==> config.mk <==
export PLATFORM = sky130hd
export DESIGN_NAME = run_controller
export DESIGN_NICKNAME = d
export VERILOG_FILES = /design/src/rtl/run_controller.sv
export SDC_FILE = /design/constraint.sdc
export NUM_CORES = 1
export LEC_CHECK = 0
export ABC_AREA = 1
export CORE_MARGIN = 1
export CORE_UTILIZATION = 47
export DETAILED_ROUTE_END_ITERATION = 6
export PLACE_DENSITY = 0.87
export RECOVER_POWER = 25
export SLEW_MARGIN = 20
export SYNTH_ARGS = -nofsm -noshare
export SYNTH_HDL_FRONTEND = slang
export SYNTH_SLANG_ARGS = --single-unit
==> constraint.sdc <==
create_clock -name clk -period 1.6 [get_ports clk]
set_input_delay 0.24 -clock clk [delete_from_list [all_inputs] [get_ports clk]]
set_output_delay 0.24 -clock clk [all_outputs]
set_load 0.005 [all_outputs]
==> src/rtl/run_controller.sv <==
`default_nettype none
// ============================================================================
// Module   : run_controller
// Purpose  : Sequences one run of an attached core:
//            IDLE -> HOLD (core held in reset) -> RUN (wait for every
//            completion channel, or give up at a cycle budget) -> DRAIN
//            (settle) -> DONE. A run that exhausts its budget goes to
//            TIMEOUT instead. Result words are captured on the final
//            DRAIN cycle.
// Ports    : clk          - sole clock, rising edge
//            reset        - synchronous, active-low
//            start        - run request (honoured in IDLE/DONE/TIMEOUT only)
//            done_in      - per-channel completion from the core
//            result0/1    - core result words
//            core_reset   - active-high reset driven to the core
//            running      - high in RUN and DRAIN
//            finished     - high in DONE
//            timed_out    - high in TIMEOUT
//            done_mask    - sticky per-channel completion flags
//            cycle_count  - RUN+DRAIN cycles of the current/last run
//                           (saturating)
//            cap_result0/1- results captured at the end of DRAIN
// Revision : 1.0 - initial release
// ============================================================================
module run_controller #(
    parameter int NUM_CH         = 1,
    parameter int DATA_W         = 32,
    parameter int RESET_CYCLES   = 10,
    parameter int DRAIN_CYCLES   = 10,
    parameter int TIMEOUT_CYCLES = 100
) (
    input  logic              clk,
    input  logic              reset,
    input  logic              start,
    input  logic [NUM_CH-1:0] done_in,
    input  logic [DATA_W-1:0] result0,
    input  logic [DATA_W-1:0] result1,
    output logic              core_reset,
    output logic              running,
    output logic              finished,
    output logic              timed_out,
    output logic [NUM_CH-1:0] done_mask,
    output logic [31:0]       cycle_count,
    output logic [DATA_W-1:0] cap_result0,
    output logic [DATA_W-1:0] cap_result1
);

    typedef enum logic [2:0] {
        ST_IDLE    = 3'd0,
        ST_HOLD    = 3'd1,
        ST_RUN     = 3'd2,
        ST_DRAIN   = 3'd3,
        ST_DONE    = 3'd4,
        ST_TIMEOUT = 3'd5
    } state_t;

    // Terminal counter values. A zero-length drain still spends one cycle
    // in DRAIN so the capture always happens on a DRAIN cycle.
    localparam logic [31:0] c_HOLD_LAST  = 32'(RESET_CYCLES - 1);
    localparam logic [31:0] c_DRAIN_LAST = (DRAIN_CYCLES == 0) ? 32'd0
                                                               : 32'(DRAIN_CYCLES - 1);
    localparam logic [31:0] c_TO_LAST    = 32'(TIMEOUT_CYCLES - 1);

    state_t      r_state;
    state_t      w_next;
    logic [31:0] r_hold_cnt;
    logic [31:0] r_drain_cnt;
    logic        w_all_done;
    logic [31:0] w_count_inc;

    // Completion looks at this cycle's done_in too, so a channel finishing
    // on the last budget cycle still counts.
    assign w_all_done  = &(done_mask | done_in);
    assign w_count_inc = (cycle_count == 32'hFFFF_FFFF) ? cycle_count
                                                        : cycle_count + 32'd1;

    always_comb begin
        w_next = r_state;
        case (r_state)
            ST_IDLE:    if (start) w_next = ST_HOLD;
            ST_HOLD:    if (r_hold_cnt == c_HOLD_LAST) w_next = ST_RUN;
            ST_RUN: begin
                if (w_all_done)                     w_next = ST_DRAIN;
                else if (cycle_count >= c_TO_LAST)  w_next = ST_TIMEOUT;
            end
            ST_DRAIN:   if (r_drain_cnt == c_DRAIN_LAST) w_next = ST_DONE;
            ST_DONE:    if (start) w_next = ST_HOLD;
            ST_TIMEOUT: if (start) w_next = ST_HOLD;
            default:    w_next = ST_IDLE;
        endcase
    end

    always_ff @(posedge clk) begin
        if (!reset) begin
            r_state     <= ST_IDLE;
            r_hold_cnt  <= 32'd0;
            r_drain_cnt <= 32'd0;
            core_reset  <= 1'b1;
            running     <= 1'b0;
            finished    <= 1'b0;
            timed_out   <= 1'b0;
            done_mask   <= '0;
            cycle_count <= 32'd0;
            cap_result0 <= '0;
            cap_result1 <= '0;
        end else begin
            r_state <= w_next;

            // Status outputs are registered from the next state so they
            // line up with the state register.
            core_reset <= (w_next == ST_IDLE) || (w_next == ST_HOLD) ||
                          (w_next == ST_TIMEOUT);
            running    <= (w_next == ST_RUN) || (w_next == ST_DRAIN);
            finished   <= (w_next == ST_DONE);
            timed_out  <= (w_next == ST_TIMEOUT);

            case (r_state)
                ST_IDLE: begin
                    done_mask   <= '0;
                    cycle_count <= 32'd0;
                    r_hold_cnt  <= 32'd0;
                end
                ST_HOLD: begin
                    r_hold_cnt  <= r_hold_cnt + 32'd1;
                    r_drain_cnt <= 32'd0;
                end
                ST_RUN: begin
                    cycle_count <= w_count_inc;
                    done_mask   <= done_mask | done_in;
                end
                ST_DRAIN: begin
                    cycle_count <= w_count_inc;
                    r_drain_cnt <= r_drain_cnt + 32'd1;
                    if (r_drain_cnt == c_DRAIN_LAST) begin
                        cap_result0 <= result0;
                        cap_result1 <= result1;
                    end
                end
                ST_DONE, ST_TIMEOUT: begin
                    // Captures survive a restart until the next DRAIN.
                    if (start) begin
                        done_mask   <= '0;
                        cycle_count <= 32'd0;
                        r_hold_cnt  <= 32'd0;
                    end
                end
                default: begin
                    r_hold_cnt <= 32'd0;
                end
            endcase
        end
    end

endmodule
`default_nettype wire

# Yosys cells after proc, flatten, opt, wreduce, memory -nomap -nowiden
# Index checks and enable logic that the tools add are counted.
[totals]
input_bits = 68
ff_bits = 168
output_inout_bits = 101
word_cells = 60
[op_classes]
order_cmp = 1
n_eq_ne = 15
mux = 13
add_sub_neg = 3
reduce_logical = 15
bitwise_logic = 2
[op_table]
columns = ["operator", "count"]
rows = [
  ["$pmux 32 s3", 2],
  ["$add 32x1->32 const B", 3],
  ["$eq 32x4->1 const B", 2],
  ["$mux 32", 2],
  ["$pmux 32 s2", 1],
  ["$eq 32x32->1 const B", 1],
  ["$ge 32x7->1 const B", 1],
  ["$mux 3", 5],
  ["$eq 3x2->1 const B", 4],
  ["$eq 3x3->1 const B", 4],
  ["$pmux 3 s4", 1],
  ["$eq 3x1->1 const B", 2],
  ["$logic_not 3->1", 2],
  ["$reduce_and 2->1", 3],
  ["$reduce_bool 3->1", 2],
  ["$ne 2x2->1 const B", 2],
  ["$reduce_or 2->1", 2],
  ["$logic_or 1x1->1", 3],
  ["$pmux 1 s3", 1],
  ["$reduce_and 3->1", 1],
  ["$reduce_or 3->1", 1],
  ["$reduce_bool 2->1", 1],
  ["$mux 1", 1],
  ["$not 1->1", 1],
  ["$or 1x1->1", 1],
]

# Longest topological paths before layout
# Gate-level depths: netlist of run 1.
[depth]
ltp_word = 7
depth_mapped = 12
depth_no_buf = 12

# Worst setup path before layout of run 1
# Ideal clock, no wire load.
[synth_path]
kind = "reg-to-reg"
startpoint = "register cycle_count[0]"
endpoint = "register cycle_count[31]"
path_stages_with_launch = 12
arrival_time_ps = 1644
setup_slack_ps = -171
required_ps = 1472
path_cell_list = "dfxtp_1 -> ha_1 -> inv_1 -> nor3_4 -> nand2_4 -> nor2_4 -> nand2_4 -> nand2_8 -> buf_6 -> nor2_1 -> a21oi_1 -> nor2_1"
[synth_via]
elab_chain_len = 3
word_cells_on_any_way = 6
[synth_rtl]
columns = ["element", "line", "text"]
rows = [
  ["start: declaration", "43", "output logic [31:0] cycle_count,"],
  ["start signal: assignment", "128", "cycle_count <= w_count_inc;"],
  ["start signal: assignment", "132", "cycle_count <= w_count_inc;"],
  ["$add 32x1->32 / $eq 32x32->1 (equally long branches)", "75, 74", ""],
  ["$mux 32 / $ne 2x2->1 (equally long branches)", "-", ""],
  ["$pmux 32 s3 / $reduce_and 3->1 (equally long branches)", "-", ""],
]
# Several ways; a longest one is shown, not always the timed one. The select of a mux whose other input is x is not followed.
# A chain may end at the register's enable or synchronous reset.

# Final worst setup path of run 1
[layout_path]
startpoint = "register r_drain_cnt[16]"
endpoint = "register r_drain_cnt[28]"
[layout_via]
elab_chain_len = 2
[layout_rtl]
columns = ["element", "line", "text"]
rows = [
  ["start: declaration", "67", "logic [31:0] r_drain_cnt;"],
  ["start signal: assignment", "133", "r_drain_cnt <= r_drain_cnt + 32'd1;"],
  ["$add 32x1->32", "133", ""],
  ["$pmux 32 s2", "117", "case (r_state)"],
]
# Every way passes these cells.

==> impl_metrics.yaml, run 1 <==
status:
  status: "complete, but fails checks"
  violations: "design-rule violations, negative setup slack"
setup_path:
  critPathMaxFanout: 3
  cp-start-kind: "flop"
  critical_path_class: "flop to flop"
  crit_required_ps: 1950
  crit_path_start: "r_drain_cnt[16]"
  worst_setup_path_end_kind: "flop"
  crit_arrival_ps: 2520
  regToRegStartpoint: "r_drain_cnt[16]"
  crit_path_end: "r_drain_cnt[28]"
  ff2ff_setup_slack_ps: -570
  worstReg2RegEnd: "r_drain_cnt[28]"
  r2r_cells: 9
timing:
  rsz0062_at_grt: "yes"
  finalCritPeriodShare: 1.36
  finalMaxSlewViolations: 0
  setup_ws_ps: -570
  tightest_slew_ps: 578
  fin_tns_setup_ps: -25760
  finalCriticalPeriod_ps: 2170
  holdWs_ps: 254
  setup_viol: 137
  final_hold_viol_count: 0
  clock_skew_ps: 16.0
  relSlewSlack: 0.612
  fmax_mhz: 461
die:
  pin_count: 169
  fp.dieW_um: 138
  die_height_um: 138
  rows: 49
  fp.coreArea_mm2: 0.0180
  dieArea_mm2: 0.0189
  start_util: 0.480
clock_network:
  h-tree-depth: 4
  clock_path_buffers: 2
  cts.sink_count: 168
  worstSkewPairLatency_ps: 460
  tritoncts: "done"
  clk_pin_slew_worst_paths_ps: 70
  cts-root-buf: "clkbuf_16"
  cts_made_buffers: 17
route:
  viasPerCell: 6.24
  detail_route.first_pass.iterations: 7
  drtIter0Drc: 1556
  routedWlPerCell_um: 21.2
  post-route-drc-count: 30
  totalWireLength_um: 40900
  via_count: 12000
  ant_nets: 0
placement:
  place.port_buffers: 168
  routabilityCongestion: 0.941
  post-dp-hpwl_um: 19900
synth:
  netlist_instances: 1312
  ys.warnings.count: 0
  synth_area_per_cell_um2: 6.58
  synth-edff-count: 0
  synth_nets: 1385
  synth-main-ff-cell: "dfxtp_1"
  yosysSeqAreaShare: 0.390
  syn-cell-area_mm2: 0.00863
  synth-seq-cells: 168
  synthDistinctLibCells: 43
  synthArstFlopShare: 0
power:
  pwr_density_cell_mw_per_mm2: 670
  irDropWorstVdd_v: 0.000981
  switchingPower_uw: 2700
  internal_power_uw: 6700
  finalPower_uw: 9390
  p_leak_uw: 0.00563
  power_frac_clock: 0.454
  sw_frac_of_total: 0.287
  power.share.sequential: 0.447
  comb_power_share: 0.099
global_route:
  grt_pass1_wl_um: 50000
  grt_use_total: 0.340
  grt_pass1_vias: 10500
  grt_max_degree: 66
  grt_overflow: 0
  antenna_found_initial: 1
cells_and_area:
  antenna_cells: 0
  area_delta_synth_final_pct: 62.4
  fill_cells: 973
  drive_gt1_frac: 0.318
  final_nets: 1756
flow_run:
  drv_cap: 0
hold_path:
  hp-class: "primary input to flop"
==> cells in the mapped netlist, drive strengths merged, types with 17 or more instances <==
library cell  number  area share
nor2             276        0.13
nand2            268        0.12
dfxtp            168        0.39
inv              139       0.061
nor3             107       0.066
o21ai             96       0.056
nand3             83       0.051
a21oi             61       0.037
clkbuf            23       0.010
buf               22       0.017
nand4             21       0.015
xor2              17       0.017
==> worst min path at each step <==
| stage | startpoint | to | slack [ps] | depth (start not counted) |
|---|---|---|---|---|
| 3_5_place_dp | r_hold_cnt[4] | r_hold_cnt[4] | 480 | 2 |
| 4_1_cts | reset | cycle_count[1] | 180 | 3 |
| 2_1_floorplan | result0[0] | cap_result0[0] | 380 | 2 |
| 5_1_grt | reset | cycle_count[1] | 250 | 3 |
| 6_report | reset | cycle_count[1] | 250 | 3 |
| 3_3_place_gp | r_hold_cnt[31] | r_hold_cnt[31] | 470 | 2 |
==> power groups by stage <==
stage / registers, uW / clock network (uW) / logic, uW
2_1_floorplan: 4300 / 0 / 279
3_3_place_gp: 4300 / 0 / 599
3_5_place_dp: 4300 / 0 / 611
4_1_cts: 4200 / 4130 / 749
5_1_grt: 4200 / 4400 / 954
6_report: 4200 / 4270 / 927
==> stage by stage <==
| stage | util | std cells | area [um2] | setup slack, ps |
|---|---|---|---|---|
| floorplan | - | 1312 | 8670 | -48.9 |
| global placement | 0.655 | 1837 | 11800 | -235 |
| detailed placement | 0.655 | 1837 | 11800 | -282 |
| CTS | 0.727 | 1905 | 13100 | -111 |
| global route | 0.780 | 1925 | 14000 | -572 |
| finish | 0.780 | 1925 | 14000 | -570 |
==> worst max-delay path, cell delays in order, from the launching register on <==
cell and delay (ps):
dfxtp_1 360, buf_4 140, nand2_1 140, nor3_1 490
nand4_1 240, nand3b_1 310, nor2_2 190, nand2_1 80
nand2_1 60, nor2_1 50
==> kinds of logic after synthesis <==
family | share of synthesized area
simple gates | 0.391
fa+ha+maj | 0.00725
flops | 0.390
buf+inv | 0.0879
xor+xnor | 0.0173
compound gates | 0.107
==> sequential cells by signal (all words and copies together), names as in the netlist <==
signal       count
done_mask        1
running          1
r_state          3
finished         1
cap_result0     32
cycle_count     32
core_reset       1
timed_out        1
r_hold_cnt      32
r_drain_cnt     32
cap_result1     32
==> layer usage <==
metal,vias up,wire length [um],track usage
met2,1142,18900,0.589
met1,5471,13200,0.360
li1,4997,-,-
met4,0,3840,0.211
met5,-,0,0
met3,406,4940,0.101
==> cell type report <==
cell class,instances,area [um2],area share
Clock buffer,17,425,0.0304
Clock inverter,15,150,0.0107
Inverter,139,564,0.0403
Multi-Input combinational cell,961,5430,0.387
Sequential cell,168,3450,0.246
Tap cell,229,287,0.0204
Timing Repair Buffer,393,3680,0.262
Timing Repair inverter,3,35.0,0.00250
==> cells in the final DEF (no fill, tap or decap), types with 5 or more instances in the layout <==
master	netlist	final
a21oi_1	60	56
buf_12	0	10
buf_16	0	5
buf_4	1	186
buf_6	5	15
clkbuf_1	23	6
clkbuf_16	0	23
clkdlybuf4s25_1	0	12
clkdlybuf4s50_1	0	120
clkinvlp_4	0	5
dfxtp_1	168	117
dfxtp_2	0	42
dfxtp_4	0	9
dlygate4sd2_1	0	31
inv_1	129	114
inv_2	8	15
inv_4	1	6
inv_8	0	9
nand2_1	261	229
nand2_2	0	28
nand2_4	6	10
nand3_1	78	56
nand3_2	5	18
nand3_4	0	9
nand4_1	21	21
nor2_1	263	214
nor2_2	8	35
nor2_4	4	26
nor3_1	102	59
nor3_2	4	40
nor3_4	1	8
o21ai_0	85	34
o21ai_1	10	46
o21ai_2	1	14
xor2_1	17	16
==> timing repair <==
item | in CTS | in global routing
resized for setup | 181 | 233
buffers inserted | 29 | 13
gates cloned | 7 | 8
pin swaps | 36 | 72
endpoints found under the setup margin | 158 | 167
hold buffers | 0 | 0
No activity file was read; power rests on OpenSTA's default activity.
==> run 2, diff against run 1 <==
--- a/config.mk
+++ b/config.mk
@@ -7,9 +7,9 @@
 export LEC_CHECK = 0
 export ABC_AREA = 1
 export CORE_MARGIN = 1
-export CORE_UTILIZATION = 47
+export CORE_UTILIZATION = 40
 export DETAILED_ROUTE_END_ITERATION = 6
-export PLACE_DENSITY = 0.87
+export PLACE_DENSITY = 0.77
 export RECOVER_POWER = 25
 export SLEW_MARGIN = 20
 export SYNTH_ARGS = -nofsm -noshare
==> impl_metrics.yaml, run 2 (synthesized netlist as in run 1, its figures left out) <==
setup_path:
  cp-start-kind: "flop"
  critical_path_class: "flop to flop"
  critical_path_buf_inv_count: 3
  crit_required_ps: 1970
  cpMostUsedCell: "nor2_2"
  critPathMaxFanout: 7
  crit_arrival_ps: 2180
  path_delay_family: "simple AND/OR/NAND/NOR gates"
  worst_setup_path_end_kind: "flop"
  crit_chain: "nor2_2 > nand2_1 > nor2_2 > nand2_2 > inv_2 > nand2_4 > nor2_4 > buf_6 > clkbuf_16 > o21ai_2 > nor2_1"
  crit_path_top_delay_cell: "dfxtp_1"
  slowest_delay_ps: 320
clock_network:
  worstSkewPairLatency_ps: 450
  clock_path_buffers: 2
  cts-root-buf: "clkbuf_16"
  tritoncts: "done"
  h-tree-depth: 4
  clk_pin_slew_worst_paths_ps: 70
  cts_made_buffers: 17
  cts.sink_count: 168
die:
  rows: 53
  start_util: 0.409
  pin_count: 169
  fp.dieW_um: 149
  die_height_um: 149
  fp.coreArea_mm2: 0.0211
  dieArea_mm2: 0.0222
placement:
  post-dp-hpwl_um: 20100
  place.port_buffers: 168
  routabilityCongestion: 0.931
cells_and_area:
  final_common_cell: "nand2_1"
  final_nets: 1777
  most-common-layout-cells: "nand2_1, nor2_1, buf_4"
  antenna_cells: 0
  regArea_mm2: 0.00348
  drive_gt1_frac: 0.365
  multiInputGateArea_mm2: 0.00565
  fill_cells: 1571
  area_delta_synth_final_pct: 68.0
global_route:
  grt_pass1_wl_um: 45500
  grt_use_total: 0.255
  grt_pass1_vias: 9738
  antenna_found_initial: 0
  grt_max_degree: 67
  grt_overflow: 0
route:
  viasPerCell: 5.36
  routedWlPerCell_um: 16.8
  detail_route.first_pass.iterations: 5
  ant_nets: 0
  via_count: 10700
  drtIter0Drc: 656
  post-route-drc-count: 0
  totalWireLength_um: 33500
timing:
  relSlewSlack: 0.553
  finalCritPeriodShare: 1.13
  tightest_slew_ps: 670
  final_hold_viol_count: 0
  finalCriticalPeriod_ps: 1800
  fin_tns_setup_ps: -13970
  rsz0062_at_grt: "yes"
  clock_skew_ps: 18.6
  fmax_mhz: 555
  setup_viol: 123
  holdWs_ps: 243
  setup_ws_ps: -201
  finalMaxSlewViolations: 0
status:
  status: "complete, but fails checks"
  violations: "negative setup slack"
hold_path:
  hp-class: "primary input to flop"
flow_run:
  drv_cap: 0
power:
  irDropWorstVdd_v: 0.000864
  p_leak_uw: 0.00589
  pwr_density_cell_mw_per_mm2: 645
  finalPower_uw: 9350
==> run 2: path summary, 6_finish.rpt <==
kind	from	endpoint	slack [ps]	cells after the start
worst max register to register	r_drain_cnt[9]	cap_result1[15]	-200	11
worst max-delay path	r_drain_cnt[9]	cap_result1[15]	-200	11
worst min register to register	r_hold_cnt[17]	r_hold_cnt[17]	480	1
worst min-delay path	reset	r_drain_cnt[24]	240	3
==> run 2: layout make-up <==
cell class,instances,area share
multi-input cells,961,0.390
inverters,139,0.0381
clock inverters,13,0.0104
repair buffers,417,0.267
well taps,275,0.0237
clock buffers,19,0.0312
flip-flops and latches,168,0.240
==> run 2: routing by layer <==
layer | global-route usage | wire, um | share of wire | up-vias
li1 | - | - | - | 5049
met1 | 0.302 | 12700 | 0.38 | 4950
met2 | 0.437 | 16600 | 0.50 | 572
met3 | 0.0599 | 2730 | 0.082 | 109
met4 | 0.114 | 1360 | 0.041 | 0
met5 | 0 | 0 | 0 | -
==> run 2: stage by stage <==
step / std cells / setup slack, ps / util / cell area [um2]
finish: 1992 / -201 / 0.688 / 14500
detailed placement: 1904 / -305 / 0.568 / 12000
CTS: 1955 / -104 / 0.620 / 13100
floorplan: 1312 / -48.9 / - / 8670
global placement: 1904 / -246 / 0.568 / 12000
global route: 1992 / -339 / 0.688 / 14500
==> run 2: power breakdown <==
part | internal, uW | switching (uW)
sequential | 4160 | 13.7
combinational | 461 | 470
clock | 2190 | 2050
total | 6810 | 2540
==> run 2: worst register-to-register path, delay by kind of cell (launching register included) <==
family	cells	cell delay, ps
compound gates	1	60
simple gates	7	920
buf+inv	3	430
flops	1	320
==> run 2: timing repair <==
item,4_1_cts,5_1_grt
pin swaps,24,137
setup endpoints to repair,154,157
gates cloned,2,10
hold buffers,0,0
resized for setup,140,377
setup buffers,18,29
==> run 3, diff against run 2 <==
--- a/config.mk
+++ b/config.mk
@@ -9,9 +9,10 @@
 export CORE_MARGIN = 1
 export CORE_UTILIZATION = 40
 export DETAILED_ROUTE_END_ITERATION = 6
+export GPL_TIMING_DRIVEN = 0
 export PLACE_DENSITY = 0.77
 export RECOVER_POWER = 25
-export SLEW_MARGIN = 20
+export REMOVE_ABC_BUFFERS = 1
 export SYNTH_ARGS = -nofsm -noshare
 export SYNTH_HDL_FRONTEND = slang
 export SYNTH_SLANG_ARGS = --single-unit
==> impl_metrics.yaml, run 3 (synthesized netlist as in run 1, its figures left out) <==
status:
  status: "complete, but fails checks"
  violations: "design-rule violations, negative setup slack"
setup_path:
  cp-start-kind: "flop"
  worst_setup_path_end_kind: "flop"
  critPathMaxFanout: 7
  critical_path_class: "flop to flop"
  worstReg2RegEnd: "cycle_count[6]"
  crit_path_start: "cycle_count[1]"
  regToRegStartpoint: "cycle_count[1]"
  crit_path_top_delay_cell: "dfxtp_4"
  crit_required_ps: 1970
  slowest_delay_ps: 380
  critical_path_buf_inv_count: 2
  crit_chain: "ha_4 > inv_4 > nor3_4 > nand2_4 > nor2_4 > nand2_8 > nand3_2 > nand2_4 > inv_6 > o21ai_2 > nor2_1"
  r2r_cells: 11
  ff2ff_setup_slack_ps: -250
  cpMostUsedCell: "nand2_4"
  path_delay_family: "simple AND/OR/NAND/NOR gates"
  crit_arrival_ps: 2220
global_route:
  grt_pass1_vias: 9212
  grt_max_degree: 40
  grt_pass1_wl_um: 45400
  antenna_found_initial: 0
  grt_use_total: 0.259
  grt_overflow: 0
die:
  rows: 53
  start_util: 0.409
  fp.dieW_um: 149
  pin_count: 169
  dieArea_mm2: 0.0222
  fp.coreArea_mm2: 0.0211
  die_height_um: 149
flow_run:
  drv_cap: 0
timing:
  fin_tns_setup_ps: -14860
  setup_viol: 118
  rsz0062_at_grt: "yes"
  tightest_slew_ps: 494
  holdWs_ps: 267
  fmax_mhz: 541
  final_hold_viol_count: 0
  finalCritPeriodShare: 1.16
  finalMaxSlewViolations: 0
  setup_ws_ps: -249
  clock_skew_ps: 11.6
  relSlewSlack: 0.670
  finalCriticalPeriod_ps: 1850
cells_and_area:
  area_delta_synth_final_pct: 57.1
  fill_cells: 1634
  final_common_cell: "nor2_1"
  postLayoutCellArea_mm2: 0.0136
  final_nets: 1653
  antenna_cells: 0
  drive_gt1_frac: 0.281
  final_cells: 1868
  most-common-layout-cells: "nor2_1, nand2_1, clkdlybuf4s50_1"
clock_network:
  cts_made_buffers: 17
  cts.sink_count: 168
  cts-root-buf: "clkbuf_16"
  clock_path_buffers: 2
  ctsHoldBuffers: 0
  h-tree-depth: 4
  worstSkewPairLatency_ps: 450
  clk_pin_slew_worst_paths_ps: 70
  tritoncts: "done"
hold_path:
  worstHoldEndpoint: "cap_result1[11]"
  hp-class: "primary input to flop"
  hold_path_depth: 3
  hold_start: "reset"
route:
  via_count: 10400
  detail_route.first_pass.iterations: 7
  viasPerCell: 5.58
  totalWireLength_um: 33100
  routedWlPerCell_um: 17.7
  post-route-drc-count: 1
  drtIter0Drc: 1268
  ant_nets: 0
power:
  p_leak_uw: 0.00540
  pwr_density_cell_mw_per_mm2: 678
  internal_power_uw: 6760
  sw_frac_of_total: 0.264
  power.share.sequential: 0.453
  irDropWorstVdd_v: 0.000741
  switchingPower_uw: 2430
  comb_power_share: 0.096
  power_frac_clock: 0.451
placement:
  post-dp-hpwl_um: 17100
  dp.cells: 1713
  routabilityCongestion: 0.900
  postPlaceCellArea_mm2: 0.0105
  place.port_buffers: 168
  pre_cts_ws_ps: -1310
[run 3: changes by cell type in the layout (fill, tap and decap cells not counted), moves of 11 or more]
cell	before	now
dfxtp_2	45	33
clkdlybuf4s25_1	18	0
clkdlybuf4s50_1	118	151
buf_4	203	81
buf_6	25	14
o21ai_0	19	46
nor3_2	31	14
dlygate4sd2_1	28	3
dlymetal6s2s_1	1	13
o21ai_1	9	24
dfxtp_4	15	33
nor3_1	64	86
o21ai_2	66	21
[run 3: worst max path at each step]
stage	to	slack [ps]	depth (start not counted)
final	cycle_count[6]	-250	11
after global routing	cycle_count[26]	-420	8
after CTS	cycle_count[6]	-100	11
after detailed placement	cap_result1[9]	-1310	10
after global placement	r_drain_cnt[14]	-2960	5
after floorplan	cap_result0[0]	-1190	9
[run 3: power groups by stage]
stage,clock network [uW],registers (uW),logic (uW)
after floorplan,0,4300,213
after global placement,0,4300,493
after detailed placement,0,4300,503
after CTS,4150,4190,698
after global routing,4330,4160,919
final,4140,4160,885
[run 3: metrics by stage]
step | total power, uW | util
after global placement | 4790 | 0.494
final | 9190 | 0.643
after global routing | 9410 | 0.643
after CTS | 9040 | 0.583
after floorplan | 4510 | -
after detailed placement | 4800 | 0.498
[run 3: timing repair]
action                     CTS  global route
setup endpoints to repair  189           181
setup buffers               57            46
pin swaps                   43            83
gates resized for setup    178           267
gates cloned                13             7
[run 3: metal layers]
layer	vias to the layer above	part of all wire	global-route usage
met5	-	0	0
met4	0	0.052	0.115
met3	166	0.092	0.0716
met2	615	0.49	0.433
met1	4835	0.37	0.308
li1	4812	-	-
[run 3: area by class of cell]
class                      count  area (um2)  share of cell area
multi-input combinational    969        5590               0.412
sequential                   168        3530               0.260
timing repair buffer         279        2870               0.212
inverter                     139         589              0.0435
clock buffer                  18         439              0.0324
tap                          275         344              0.0254
clock inverter                14         144              0.0106
timing repair inverter         6        51.3             0.00378
[run 3: worst register-to-register path: stages (launching register included)]
cell     delay, ps
dfxtp_4        380
ha_4           170
inv_4           40
nor3_4         250
nand2_4         90
nor2_4         170
nand2_8        110
nand3_2        110
nand2_4        120
inv_6          150
o21ai_2         70
nor2_1         110
